$ cat src/rtl/hazard_scoreboard_pkg.sv
`default_nettype none
// +--------------------------------------------------------------------+
// | hazard_scoreboard_pkg : shared constants for the Tuse/Tnew tracker |
// | Rev 1.0                                                            |
// +--------------------------------------------------------------------+
package hazard_scoreboard_pkg;

  // Sized to the user's TW by truncation; -1 gives all-ones at any width.
  localparam int TUSE_NONE = -1;

  typedef struct packed {
    logic        we;
    int unsigned waddr;
    int unsigned tnew;
  } rec_init_t;

  localparam rec_init_t BUBBLE = '{we: 1'b0, waddr: 0, tnew: 0};

  typedef enum int {
    S_E = 1,
    S_M = 2,
    S_W = 3
  } stage_e;

endpackage
`default_nettype wire

$ cat src/rtl/hazard_stage_rec.sv
`default_nettype none
// +--------------------------------------------------------------------+
// | hazard_stage_rec : one in-flight writer record with Tnew aging     |
// | Rev 1.0                                                            |
// +--------------------------------------------------------------------+
module hazard_stage_rec
  import hazard_scoreboard_pkg::*;
#(
  parameter int AW = 5,
  parameter int TW = 3
) (
  input  logic          clk,
  input  logic          rst_n,
  input  logic          flush,
  input  logic          bubble,
  input  logic          age,
  input  logic          in_we,
  input  logic [AW-1:0] in_waddr,
  input  logic [TW-1:0] in_tnew,
  output logic          we,
  output logic [AW-1:0] waddr,
  output logic [TW-1:0] tnew
);

  logic [TW-1:0] w_tnew_next;

  always_comb begin
    w_tnew_next = in_tnew;
    if (age && (in_tnew != '0)) w_tnew_next = in_tnew - 1'b1;
  end

  always_ff @(posedge clk or negedge rst_n) begin
    if (!rst_n) begin
      we    <= BUBBLE.we;
      waddr <= AW'(BUBBLE.waddr);
      tnew  <= TW'(BUBBLE.tnew);
    end else if (flush || bubble) begin
      we    <= BUBBLE.we;
      waddr <= AW'(BUBBLE.waddr);
      tnew  <= TW'(BUBBLE.tnew);
    end else begin
      // Writes to $0 are never hazards, so they are tracked as non-writers.
      we    <= in_we && (in_waddr != '0);
      waddr <= in_waddr;
      tnew  <= w_tnew_next;
    end
  end

endmodule
`default_nettype wire

$ cat src/rtl/hazard_scoreboard.sv
`default_nettype none
// +--------------------------------------------------------------------+
// | hazard_scoreboard : D-stage stall / forwarding from Tuse vs Tnew   |
// | Rev 1.0                                                            |
// +--------------------------------------------------------------------+
module hazard_scoreboard
  import hazard_scoreboard_pkg::*;
#(
  parameter int STAGES = 3,
  parameter int AW     = 5,
  parameter int TW     = 3,
  parameter int CW     = 32,
  parameter int SW     = $clog2(STAGES + 1)
) (
  input  logic          clk,
  input  logic          rst_n,
  input  logic          d_valid,
  input  logic [AW-1:0] d_rs,
  input  logic [AW-1:0] d_rt,
  input  logic [TW-1:0] d_tuse_rs,
  input  logic [TW-1:0] d_tuse_rt,
  input  logic          d_we,
  input  logic [AW-1:0] d_waddr,
  input  logic [TW-1:0] d_tnew,
  input  logic          flush,
  output logic          stall,
  output logic [SW-1:0] fwd_rs_d,
  output logic [SW-1:0] fwd_rt_d,
  output logic [CW-1:0] stall_cnt
);

  localparam logic [TW-1:0] C_TUSE_UNUSED = TW'(TUSE_NONE);

  logic [STAGES:1] st_we;
  logic [AW-1:0]   st_waddr [1:STAGES];
  logic [TW-1:0]   st_tnew  [1:STAGES];

  generate
    for (genvar k = 1; k <= STAGES; k++) begin : g_stage
      if (k == 1) begin : g_first
        hazard_stage_rec #(.AW(AW), .TW(TW)) u_rec (
          .clk      (clk),
          .rst_n    (rst_n),
          .flush    (flush),
          .bubble   (stall | ~d_valid),
          .age      (1'b0),
          .in_we    (d_we),
          .in_waddr (d_waddr),
          .in_tnew  (d_tnew),
          .we       (st_we[k]),
          .waddr    (st_waddr[k]),
          .tnew     (st_tnew[k])
        );
      end else begin : g_next
        hazard_stage_rec #(.AW(AW), .TW(TW)) u_rec (
          .clk      (clk),
          .rst_n    (rst_n),
          .flush    (flush),
          .bubble   (1'b0),
          .age      (1'b1),
          .in_we    (st_we[k-1]),
          .in_waddr (st_waddr[k-1]),
          .in_tnew  (st_tnew[k-1]),
          .we       (st_we[k]),
          .waddr    (st_waddr[k]),
          .tnew     (st_tnew[k])
        );
      end
    end
  endgenerate

  logic          w_hit_rs, w_hit_rt;
  logic [SW-1:0] w_k_rs, w_k_rt;
  logic [TW-1:0] w_t_rs, w_t_rt;
  logic          w_stall_rs, w_stall_rt;

  // Scan oldest to youngest so the nearest matching stage wins.
  always_comb begin
    w_hit_rs = 1'b0;
    w_k_rs   = '0;
    w_t_rs   = '0;
    w_hit_rt = 1'b0;
    w_k_rt   = '0;
    w_t_rt   = '0;
    for (int k = STAGES; k >= 1; k--) begin
      if (st_we[k] && (st_waddr[k] == d_rs) && (d_rs != '0)) begin
        w_hit_rs = 1'b1;
        w_k_rs   = SW'(k);
        w_t_rs   = st_tnew[k];
      end
      if (st_we[k] && (st_waddr[k] == d_rt) && (d_rt != '0)) begin
        w_hit_rt = 1'b1;
        w_k_rt   = SW'(k);
        w_t_rt   = st_tnew[k];
      end
    end
  end

  assign w_stall_rs = w_hit_rs && (d_tuse_rs != C_TUSE_UNUSED) && (w_t_rs > d_tuse_rs);
  assign w_stall_rt = w_hit_rt && (d_tuse_rt != C_TUSE_UNUSED) && (w_t_rt > d_tuse_rt);
  assign stall      = d_valid && (w_stall_rs || w_stall_rt);

  assign fwd_rs_d = (d_valid && w_hit_rs && (w_t_rs == '0)) ? w_k_rs : '0;
  assign fwd_rt_d = (d_valid && w_hit_rt && (w_t_rt == '0)) ? w_k_rt : '0;

  always_ff @(posedge clk or negedge rst_n) begin
    if (!rst_n) begin
      stall_cnt <= '0;
    end else if (stall && !flush && (stall_cnt != '1)) begin
      stall_cnt <= stall_cnt + 1'b1;
    end
  end

endmodule
`default_nettype wire

$ cat config.mk
export PLATFORM = sky130hd
export DESIGN_NAME = hazard_scoreboard
export DESIGN_NICKNAME = d
export VERILOG_FILES = /design/src/rtl/hazard_scoreboard_pkg.sv /design/src/rtl/hazard_stage_rec.sv /design/src/rtl/hazard_scoreboard.sv
export SDC_FILE = /design/constraint.sdc
export NUM_CORES = 1
export LEC_CHECK = 0
export BUFFER_PORTS_ARGS = -buffer_cell sky130_fd_sc_hd__buf_4
export CORE_UTILIZATION = 50
export DETAILED_ROUTE_END_ITERATION = 7
export GPL_TIMING_DRIVEN = 0
export PLACE_DENSITY = 0.81
export SLEW_MARGIN = 20
export SYNTH_ARGS = -nofsm -noshare
export SYNTH_HDL_FRONTEND = slang
export SYNTH_SLANG_ARGS = --single-unit
$ cat constraint.sdc
create_clock -name clk -period 2.8 [get_ports clk]
set_input_delay 0.14 -clock clk [delete_from_list [all_inputs] [get_ports clk]]
set_output_delay 0.14 -clock clk [all_outputs]
set_load 0.005 [all_outputs]
# Word level (Yosys, flattened, before mapping)
# Index checks and enable logic that the tools add are counted.
# word_totals
word_cells	95
inputBits	29
ff_bits	59
out_inout_bits	37
# classes
n_lt_le_gt_ge	2
mux	31
eq_ne	9
addsub	3
n_bitwise	2
n_reduce_logical	38
# op_table
op	n
$mux W3	11
$add A32 B1 Y32 const B	1
$ne A32 B32 Y1 const B	1
$eq A5 B5 Y1	6
$logic_and A1 B1 Y1	26
$reduce_bool A5 Y1	5
$mux W2	8
$mux W5	3
$mux W1	9
$gt A3 B3 Y1	2
$logic_not A3 Y1	2
$ne A3 B3 Y1 const B	2
$reduce_bool A3 Y1	2
$sub A3 B1 Y3 const B	2
$logic_or A1 B1 Y1	2
$logic_not A1 Y1	1
$not A1 Y1	1
$or A1 B1 Y1	1

# Longest topological paths before layout
# Gate-level depths: netlist of run 1.
# logic_depth
depth_word	13
mapped_depth	17
mapped_depth_nobuf	14

# By module
# Synthesis of run 1 repeated with hierarchy kept, for this count alone.
# unflattened
hier_cells	349
hier_area_um2	3644.7
# by_module_without_submodules
mod	area_each_um2	cells_each	n_inst	seq_area_each_um2
hazard_scoreboard	2424.8	253	1	800.8
hazard_stage_rec	406.6	32	3	225.2

# Least setup slack after synthesis of run 1
# No wires, ideal clock.
# synth_path
kind	reg-to-reg
from	register g_stage[1].g_first.u_rec.waddr[3]
to	register stall_cnt[24]
path_buffers	2
setup_ns	0.125
required_ns	2.675
arrival_ns	2.918
stages_incl_launch_ff	16
setup_slack_ns	-0.243
cell_sequence	dfrtp_1 > xnor2_1 > nand4_1 > nor3_1 > a21oi_1 > a22oi_1 > ha_1 > and3_1 > a31oi_1 > o211a_1 > o311ai_0 > a21bo_1 > buf_6 > buf_6 > nand4_1 > xnor2_1
# synth_between
elab_chain_len	10
elab_cells_between_ends	20
cone_classes	order compare (2); eq/ne (2); mux (4); reduce/logical (12)
# synth_lines
item	line_no	source
from (decl)	hazard_stage_rec.sv:21	output logic [AW-1:0] waddr,
from (signal assigned)	hazard_stage_rec.sv:35	waddr <= AW'(BUBBLE.waddr);
from (signal assigned)	hazard_stage_rec.sv:39	waddr <= AW'(BUBBLE.waddr);
from (signal assigned)	hazard_stage_rec.sv:44	waddr <= in_waddr;
$eq A5 B5 Y1, on equally long branches	hazard_scoreboard.sv:86, hazard_scoreboard.sv:91	
$logic_and A1 B1 Y1, on equally long branches (2 in a row)	hazard_scoreboard.sv:86, hazard_scoreboard.sv:91	
$mux W3 (tied with other cells)	hazard_scoreboard.sv:86	if (st_we[k] && (st_waddr[k] == d_rs) && (d_rs != '0)) begin
$gt A3 B3 Y1 (tied with other cells)	hazard_scoreboard.sv:99	assign w_stall_rs = w_hit_rs && (d_tuse_rs != C_TUSE_UNUSED) && (w_t_rs > d_tuse_rs);
$logic_and A1 B1 Y1, on equally long branches	hazard_scoreboard.sv:99, hazard_scoreboard.sv:100	
$logic_or A1 B1 Y1 *	hazard_scoreboard.sv:101	assign stall = d_valid && (w_stall_rs || w_stall_rt);
$logic_and A1 B1 Y1 *	hazard_scoreboard.sv:101	
$logic_and A1 B1 Y1 * (2 in a row)	hazard_scoreboard.sv:109	end else if (stall && !flush && (stall_cnt != '1)) begin
to (signal assigned)	hazard_scoreboard.sv:110	stall_cnt <= stall_cnt + 1'b1;
to (decl)	hazard_scoreboard.sv:29	output logic [CW-1:0] stall_cnt
# Every way passes the cells marked *; elsewhere a longest branch is shown, timed or not.
# A chain may end at the register's enable or synchronous reset.

# Final worst setup path of run 1
# layout_path
from	register g_stage[2].g_next.u_rec.waddr[0]
to	register stall_cnt[0]
# layout_between
elab_chain_len	11
elab_cells_between_ends	24
cone_classes	order compare (2); eq/ne (2); mux (8); reduce/logical (12)
# layout_lines
item	line_no
from (decl)	hazard_stage_rec.sv:21
from (signal assigned)	hazard_stage_rec.sv:35
from (signal assigned)	hazard_stage_rec.sv:39
from (signal assigned)	hazard_stage_rec.sv:44
$eq A5 B5 Y1, on equally long branches	hazard_scoreboard.sv:86, hazard_scoreboard.sv:91
$logic_and A1 B1 Y1, on equally long branches (2 in a row)	hazard_scoreboard.sv:86, hazard_scoreboard.sv:91
$mux W3 (tied with other cells) (2 in a row)	hazard_scoreboard.sv:86
$gt A3 B3 Y1 (tied with other cells)	hazard_scoreboard.sv:99
$logic_and A1 B1 Y1, on equally long branches	hazard_scoreboard.sv:99, hazard_scoreboard.sv:100
$logic_or A1 B1 Y1 *	hazard_scoreboard.sv:101
$logic_and A1 B1 Y1 *	hazard_scoreboard.sv:101
$logic_and A1 B1 Y1 * (2 in a row)	hazard_scoreboard.sv:109
# Marked as above.

==> results of run 1 <==
## sequential cells by signal, indices dropped and copies added, names as in the netlist
| name | count |
|---|---|
| g_stage.g_first.u_rec.tnew | 3 |
| g_stage.g_first.u_rec.waddr | 5 |
| g_stage.g_first.u_rec.we | 1 |
| g_stage.g_next.u_rec.tnew | 6 |
| g_stage.g_next.u_rec.waddr | 10 |
| g_stage.g_next.u_rec.we | 2 |
| stall_cnt | 32 |
## area by class of cell
cell class | count | area, µm²
Multi-Input combinational cell | 260 | 2180
Inverter | 18 | 67.6
Fill cell | 417 | 1630
Clock inverter | 2 | 10.0
Buffer | 9 | 82.6
Sequential cell | 59 | 1480
Clock buffer | 14 | 163
Timing Repair Buffer | 89 | 744
Tap cell | 77 | 96.3
## path summary, 6_finish.rpt
path                                                     endpoint  slack [ns]
worst max-delay path                                 stall_cnt[0]       -0.55
worst min-delay path            g_stage[1].g_first.u_rec.waddr[0]        0.03
worst max register to register                       stall_cnt[0]       -0.55
worst min register to register                      stall_cnt[31]        0.51
max in group asynchronous                           stall_cnt[29]        1.90
min in group asynchronous         g_stage[3].g_next.u_rec.tnew[2]        0.41
## per-layer routing
| layer | vias up | wire, µm |
|---|---|---|
| li1 | 1417 | - |
| met1 | 1504 | 3830 |
| met2 | 129 | 4720 |
| met3 | 18 | 612 |
| met4 | 0 | 220 |
| met5 | - | 0 |
## power breakdown
group	internal (W)	switching [W]
logic	0.0000937	0.000102
registers	0.000869	0.0000193
clock network	0.000368	0.000324
## what timing repair did
| item | 4_1_cts | 5_1_grt |
|---|---|---|
| hold buffers | 1 | 0 |
| setup endpoints to repair | 42 | 46 |
| gates cloned | 0 | 2 |
| resized for setup | 43 | 32 |
| setup buffers | 12 | 10 |
| endpoints found under the hold margin | 59 | 0 |
| pin swaps | 25 | 36 |
## synthesized netlist by cell type, types with 4 or more instances
cell type	instances
a21oi_1	8
and3_1	14
buf_6	4
dfrtp_1	59
ha_1	11
inv_1	18
nand2_1	17
nand3_1	12
nand4_1	29
nor2_1	28
nor2b_1	13
nor3_1	11
nor4_1	5
o21ai_0	4
or4_1	7
xnor2_1	52
xor2_1	11
## cells by family after synthesis
family	after synthesis
flops	59
buf+inv	27
fa+ha+maj	11
simple gates	157
xor+xnor	63
compound gates	26
mux	3
## stage by stage
stage | util | setup WS [ns] | total power [W]
2_1_floorplan | - | -0.102 | 0.000983
3_3_place_gp | 0.622 | -0.490 | 0.00106
3_5_place_dp | 0.622 | -0.586 | 0.00106
4_1_cts | 0.702 | -0.402 | 0.00176
5_1_grt | 0.747 | -0.679 | 0.00185
6_report | 0.747 | -0.545 | 0.00178
## worst min-delay path, cell delays in order
cell    delay [ns]
buf_4         0.08
inv_1         0.04
nor2_1        0.07
==> metrics.md, run 1 <==
| Metric | Value |
|---|---|
| H-tree Lvls | 3 |
| Post-DR wirelength/cell | 17.8 µm |
| Routability-driven placement congestion ratio | 0.910 |
| CTS tree | done |
| Sequential cell area fraction in the yosys report | 0.436 |
| Type of origin of the critical path | register |
| Initial DRC count | approximately 120 |
| Peak Freq | 0.299 GHz |
| Critical path buffers and inverters | 4 |
| Vias per cell | 5.81 |
| Adder-cell share of the synthesized area | 0.0406 |
| CTS Buf Count | 9 |
| Antenna violations before repair | 0 |
| CP startpoint | g_stage[2].g_next.u_rec.waddr[0] |
| Num rows | 29 |
| Post-DRT Antenna Nets | 0 |
| IO Pins | 66 |
| Placed cell areas | 4020 µm² |
| Port Buffers | 64 |
| Area of the core | 6460 µm² |
| Non-Filler Instances | about 530 |
| Synth top area cells | dfrtp_1 44%, xnor2_1 13%, nand4_1 5.4% |
| Critical Path AT | roughly 3.6 ns |
| M2 GR Usage | 0.425 |
| Leak | 2.20 nW |
| Cell area power density | between 300 and 400 nW/µm² |
| Cell count after placement | 487 |
| Cell with the most instances on the worst path | buf_6 |
| Via count | just over 3000 |
| Synth warn | 0 |
| Post-DP HPWL | 5770 µm |
| Fin area | 4820 µm² |
| Mux contribution to synthesized area | 0.00924 |
| Status | finished with violations |
| Post-route setup TNS | -17.55 ns |
| Async SR Flop Fraction | 1.00 |
| Top cell type's share of synthesized area | 0.436 |
| DR pass1 iterations | 7 |
| Clk_lat worst skew | 0.34 ns |
| Cell family with most CP delay | simple AND/OR/NAND/NOR gates |
| Max Clock Skew | 0.00860 ns |
| Clock transition at the registers of the reported paths | roughly 0.06 ns |
| Final #Nets | between 400 and 500 |
| First-pass GRT wire length | 14300 µm |
| Hold slack final | about 0.032 ns |
| Die Height | approximately 84 µm |
| Share of cells above drive strength 1 | 0.373 |
| XOR/XNOR Fraction of Synth Area | 0.163 |
| R2R cell count | 15 |
| Post-Syn Area | 3390 µm² |
| Number of flops mapped to enable cells by yosys | 0 |
| Largest family of logic cells by synthesized area | simple AND/OR/NAND/NOR gates |
| Final Hold Fails | 0 |
| WP depth | 15 |
| Final setup margin | -0.545 ns |
| Most common library cell in the layout ignoring fill and taps | buf_4 |
| Post-Route WL | around 9400 µm |
| Worst hold path type | primary input to register |
| # diodes | 0 |
| Gr ovfl total | 0 |
| Number of global-route vias before repair | 2961 |
| DIE AREA | between 7000 and 8000 µm² |
| Largest net degree at the start of global routing | 60 |
| Met3 usage | 0.0492 |
| Fin. max-slew vios | 0 |
| Syn nets | between 300 and 400 |
| Complex-gate fraction of the synthesized area | 0.0499 |
| Failing checks | DRC, setup timing |
| DRC Markers | 5 |
| Clock sink count | just under 60 |
| Avg Cell Area, Syn | 9.79 µm² |
| CP Class | register to register |
| Req. time, crit path | a little over 3 ns |
| RR Startpoint | g_stage[2].g_next.u_rec.waddr[0] |
| Min Tclk post-route | 3.35 ns |
| Sequence of cells on the critical path | buf_6 -> xnor2_2 -> nand4_1 -> nor3_4 -> nand2_2 -> a31oi_4 -> ha_4 -> a21o_1 -> a21oi_4 -> and4b_1 -> a21bo_2 -> buf_8 -> clkbuf_16 -> buf_6 -> xor2_1 |
| Layout area overhead | 42.4% |
| Post-synthesis simple-gate area fraction | 0.262 |
| Worst-margin pin slew | approximately 0.8 ns |
| Synth Flop Type | dfrtp_1 |
| Critical hold path startpoint | d_waddr[0] |
| Most frequent cells in the layout | 79 x buf_4, 59 x dfrtp_1, 48 x xnor2_1, 29 x nand4_1, 21 x nor2_1 |
| GR Util All Layers | 0.259 |
| Worst Setup End Kind | register |
| Finish-stage setup viols | 46 |
| Syn Inst Count | between 300 and 400 |
| Final Cycle Share | 1.19 |
| CTS Root Cell | clkbuf_8 |
| Slowest-stage cell, CP | dfrtp_1 |
| Grt met1 use | 0.337 |
| WHS Path Cells | 3 |
| Post-synth top area cell | dfrtp_1 |
| Max incr delay on CP | 0.43 ns |
| Grt peak-use layer | met2 |
| VDD IR max | 0.309 mV |
| Max Buffers Root-to-Sink | 2 |
| Critical-path maximum fanout | 5 |
| Starting density of the core | 0.524 |
| Relative slew slack | 0.447 |
| Die X | around 84 µm |
| Max cap viols | 0 |
| Seq cells post-synth | 59 |
| Unrepaired setup endpoints after global routing | true |
| Synth unique cells | 45 |
No activity file was read; power rests on OpenSTA's default activity.
==> run 2, diff against run 1 <==
--- a/config.mk
+++ b/config.mk
@@ -6,10 +6,12 @@
 export NUM_CORES = 1
 export LEC_CHECK = 0
 export BUFFER_PORTS_ARGS = -buffer_cell sky130_fd_sc_hd__buf_4
+export CORE_ASPECT_RATIO = 0.8
 export CORE_UTILIZATION = 50
 export DETAILED_ROUTE_END_ITERATION = 7
 export GPL_TIMING_DRIVEN = 0
 export PLACE_DENSITY = 0.81
+export REMOVE_ABC_BUFFERS = 1
 export SLEW_MARGIN = 20
 export SYNTH_ARGS = -nofsm -noshare
 export SYNTH_HDL_FRONTEND = slang
==> run 2 against run 1 <==
The flow finishes with violations (setup timing). Critical path depth down 3. Combinational power shrank 4%. Register-to-register slack gained 0.03 ns.
==> metrics.md, run 2 (synthesized netlist as in run 1, its figures left out) <==
| Metric | Value |
|---|---|
| Slowest-stage cell, CP | or3_4 |
| Clock power frac | 0.424 |
| Most common library cell in the layout ignoring fill and taps | buf_4 |
| DIE AREA | between 7000 and 8000 µm² |
| Post-DRT Antenna Nets | 0 |
| Placed cell areas | between 3000 and 4000 µm² |
| Sw Ratio | 0.234 |
| Starting density of the core | 0.523 |
| Finish-stage setup viols | 45 |
| Layout area overhead | 37.7% |
| Gr ovfl total | 0 |
| Fin area | 4660 µm² |
| Most frequent cells in the layout | 86 x buf_4, 58 x dfrtp_1, 49 x xnor2_1, 29 x nand4_1, 23 x nor2_1 |
| WP depth | 12 |
| R2R cell count | 12 |
| VDD IR max | 0.322 mV |
| Min Tclk post-route | 3.31 ns |
| Via count | slightly above 3000 |
| Cell count after placement | 486 |
| Final Cycle Share | 1.18 |
| Max incr delay on CP | between 0.5 and 0.6 ns |
| # diodes | 0 |
| Peak Freq | 0.302 GHz |
| Antenna violations before repair | 0 |
| Worst-margin pin slew | around 0.85 ns |
| Non-Filler Instances | roughly 530 |
| Post-DR wirelength/cell | around 18 µm |
| Post-Route WL | around 9400 µm |
| Max cap viols | 0 |
| Routability-driven placement congestion ratio | about 0.93 |
| CTS Root Cell | clkbuf_8 |
| RR Startpoint | g_stage[2].g_next.u_rec.waddr[0] |
| Cell family with most CP delay | simple AND/OR/NAND/NOR gates |
| Fin. max-slew vios | 0 |
| CP Class | register to register |
| Vias per cell | between 5 and 6 |
| Final setup margin | -0.511 ns |
| Unrepaired setup endpoints after global routing | true |
| CP startpoint | g_stage[2].g_next.u_rec.waddr[0] |
| Internal | around 0.0014 W |
| Combinational share of power | 0.101 |
| CTS Buf Count | 9 |
| Cell area power density | roughly 400 nW/µm² |
| Sequence of cells on the critical path | xnor2_2 -> nand4_1 -> or3_4 -> nand3_2 -> a21oi_2 -> ha_1 -> and3_4 -> a31oi_4 -> o211a_1 -> o311ai_4 -> a21bo_4 -> mux2_2 |
| First-pass GRT wire length | between 10000 and 15000 µm |
| Initial DRC count | between 150 and 200 |
| Crit path to | stall_cnt[1] |
| Clk_lat worst skew | approximately 0.34 ns |
| CTS tree | done |
| Largest net degree at the start of global routing | 60 |
| Number of global-route vias before repair | roughly 2900 |
| DR pass1 iterations | 4 |
| Largest registers | stall_cnt x32, g_stage.g_next.u_rec.waddr x10, g_stage.g_next.u_rec.tnew x6 |
| Share of cells above drive strength 1 | 0.357 |
| Final #Nets | 480 |
| Critical path buffers and inverters | 0 |
| Reg2Reg Capture Point | stall_cnt[1] |
| GR Util All Layers | 0.269 |
| Req. time, crit path | just over 3 ns |
| Sequential power share | 0.475 |
| Critical-path maximum fanout | 7 |
| Fill cell count | ~470 |
| Max Buffers Root-to-Sink | 2 |
| H-tree Lvls | 3 |
| Relative slew slack | 0.432 |
| Leak | about 2.2 nW |
| R2R setup slack | -0.51 ns |
| Worst hold path type | primary input to register |
| Critical Path AT | 3.53 ns |
| Post-DP HPWL | between 5000 and 6000 µm |
| Area of the core | 6470 µm² |
| Most flops, register | stall_cnt |
| Final Hold Fails | 0 |
| Clock sink count | just under 60 |
| Die Height | 75.6 µm |
| Clock transition at the registers of the reported paths | 0.06 ns |
| Largest register FFs | 32 |
| Worst Setup End Kind | register |
| Failing checks | setup timing |
| NetSw | approximately 0.00044 W |
| Num rows | 26 |
| DRC Markers | 0 |
| Port Buffers | between 60 and 70 |
| Max Clock Skew | ~0.0094 ns |
| Die X | 94.0 µm |
| Status | finished with violations |
| Type of origin of the critical path | register |
| IO Pins | 66 |
[run 2: per-stage QoR]
stage | setup TNS, ns | setup WS [ns] | util | total power [W] | hold WS [ns]
finish | -16.57 | -0.511 | 0.720 | 0.00187 | 0.0522
global route | -22.88 | -0.668 | 0.720 | 0.00193 | 0.0443
CTS | -10.37 | -0.326 | 0.695 | 0.00186 | 0.0382
detailed placement | -44.96 | -1.22 | 0.604 | 0.00106 | 0.256
global placement | -38.58 | -1.02 | 0.604 | 0.00105 | 0.249
floorplan | -13.48 | -0.503 | - | 0.000977 | -0.156
[run 2: cell type report]
type	count	area [µm²]	area share
Sequential cell	59	1480	0.317
Multi-Input combinational cell	263	2130	0.456
Clock buffer	12	165	0.0354
Tap cell	84	105	0.0225
Timing Repair Buffer	89	687	0.147
Clock inverter	2	35.0	0.00751
Inverter	18	67.6	0.0145
[run 2: worst reg2reg max path, stage by stage (launching register included)]
cell and delay, ns:
dfrtp_2 0.44, xnor2_2 0.16, nand4_1 0.25, or3_4 0.51, nand3_2 0.11, a21oi_2 0.08, ha_1 0.33, and3_4 0.17
a31oi_4 0.14, o211a_1 0.20, o311ai_4 0.14, a21bo_4 0.30, mux2_2 0.35
[run 2: routing by layer]
metal,global-route usage,wire (µm),vias to the layer above
met4,0.116,175,0
met5,0,0,-
met1,0.366,4020,1527
met2,0.427,4630,122
li1,-,-,1403
met3,0.0499,558,15
[run 2: how the worst min path moves through the flow]
stage	slack [ns]	endpoint	depth (start not counted)	start
finish	0.05	g_stage[1].g_first.u_rec.waddr[4]	3	d_waddr[4]
global placement	0.25	g_stage[3].g_next.u_rec.waddr[2]	1	rst_n
detailed placement	0.26	g_stage[3].g_next.u_rec.waddr[4]	1	rst_n
floorplan	-0.16	g_stage[1].g_first.u_rec.tnew[0]	0	rst_n
CTS	0.04	g_stage[1].g_first.u_rec.tnew[2]	2	d_tnew[2]
global route	0.04	g_stage[1].g_first.u_rec.tnew[0]	2	d_tnew[0]
[run 2: power by group through the flow]
stage / Combinational [W] / Clock (W) / Sequential, W
finish: 0.000188 / 0.000791 / 0.000886
detailed placement: 0.000158 / 0 / 0.000901
global route: 0.000207 / 0.000839 / 0.000888
CTS: 0.000174 / 0.000803 / 0.000885
global placement: 0.000151 / 0 / 0.000901
floorplan: 0.0000801 / 0 / 0.000897
[run 2: what timing repair did]
| action | 4_1_cts | 5_1_grt |
|---|---|---|
| hold buffers | 1 | 0 |
| gates cloned | 2 | 1 |
| resized for setup | 44 | 21 |
| endpoints found under the hold margin | 59 | 0 |
| setup buffers | 17 | 6 |
| pin swaps | 30 | 27 |
| setup endpoints to repair | 46 | 46 |
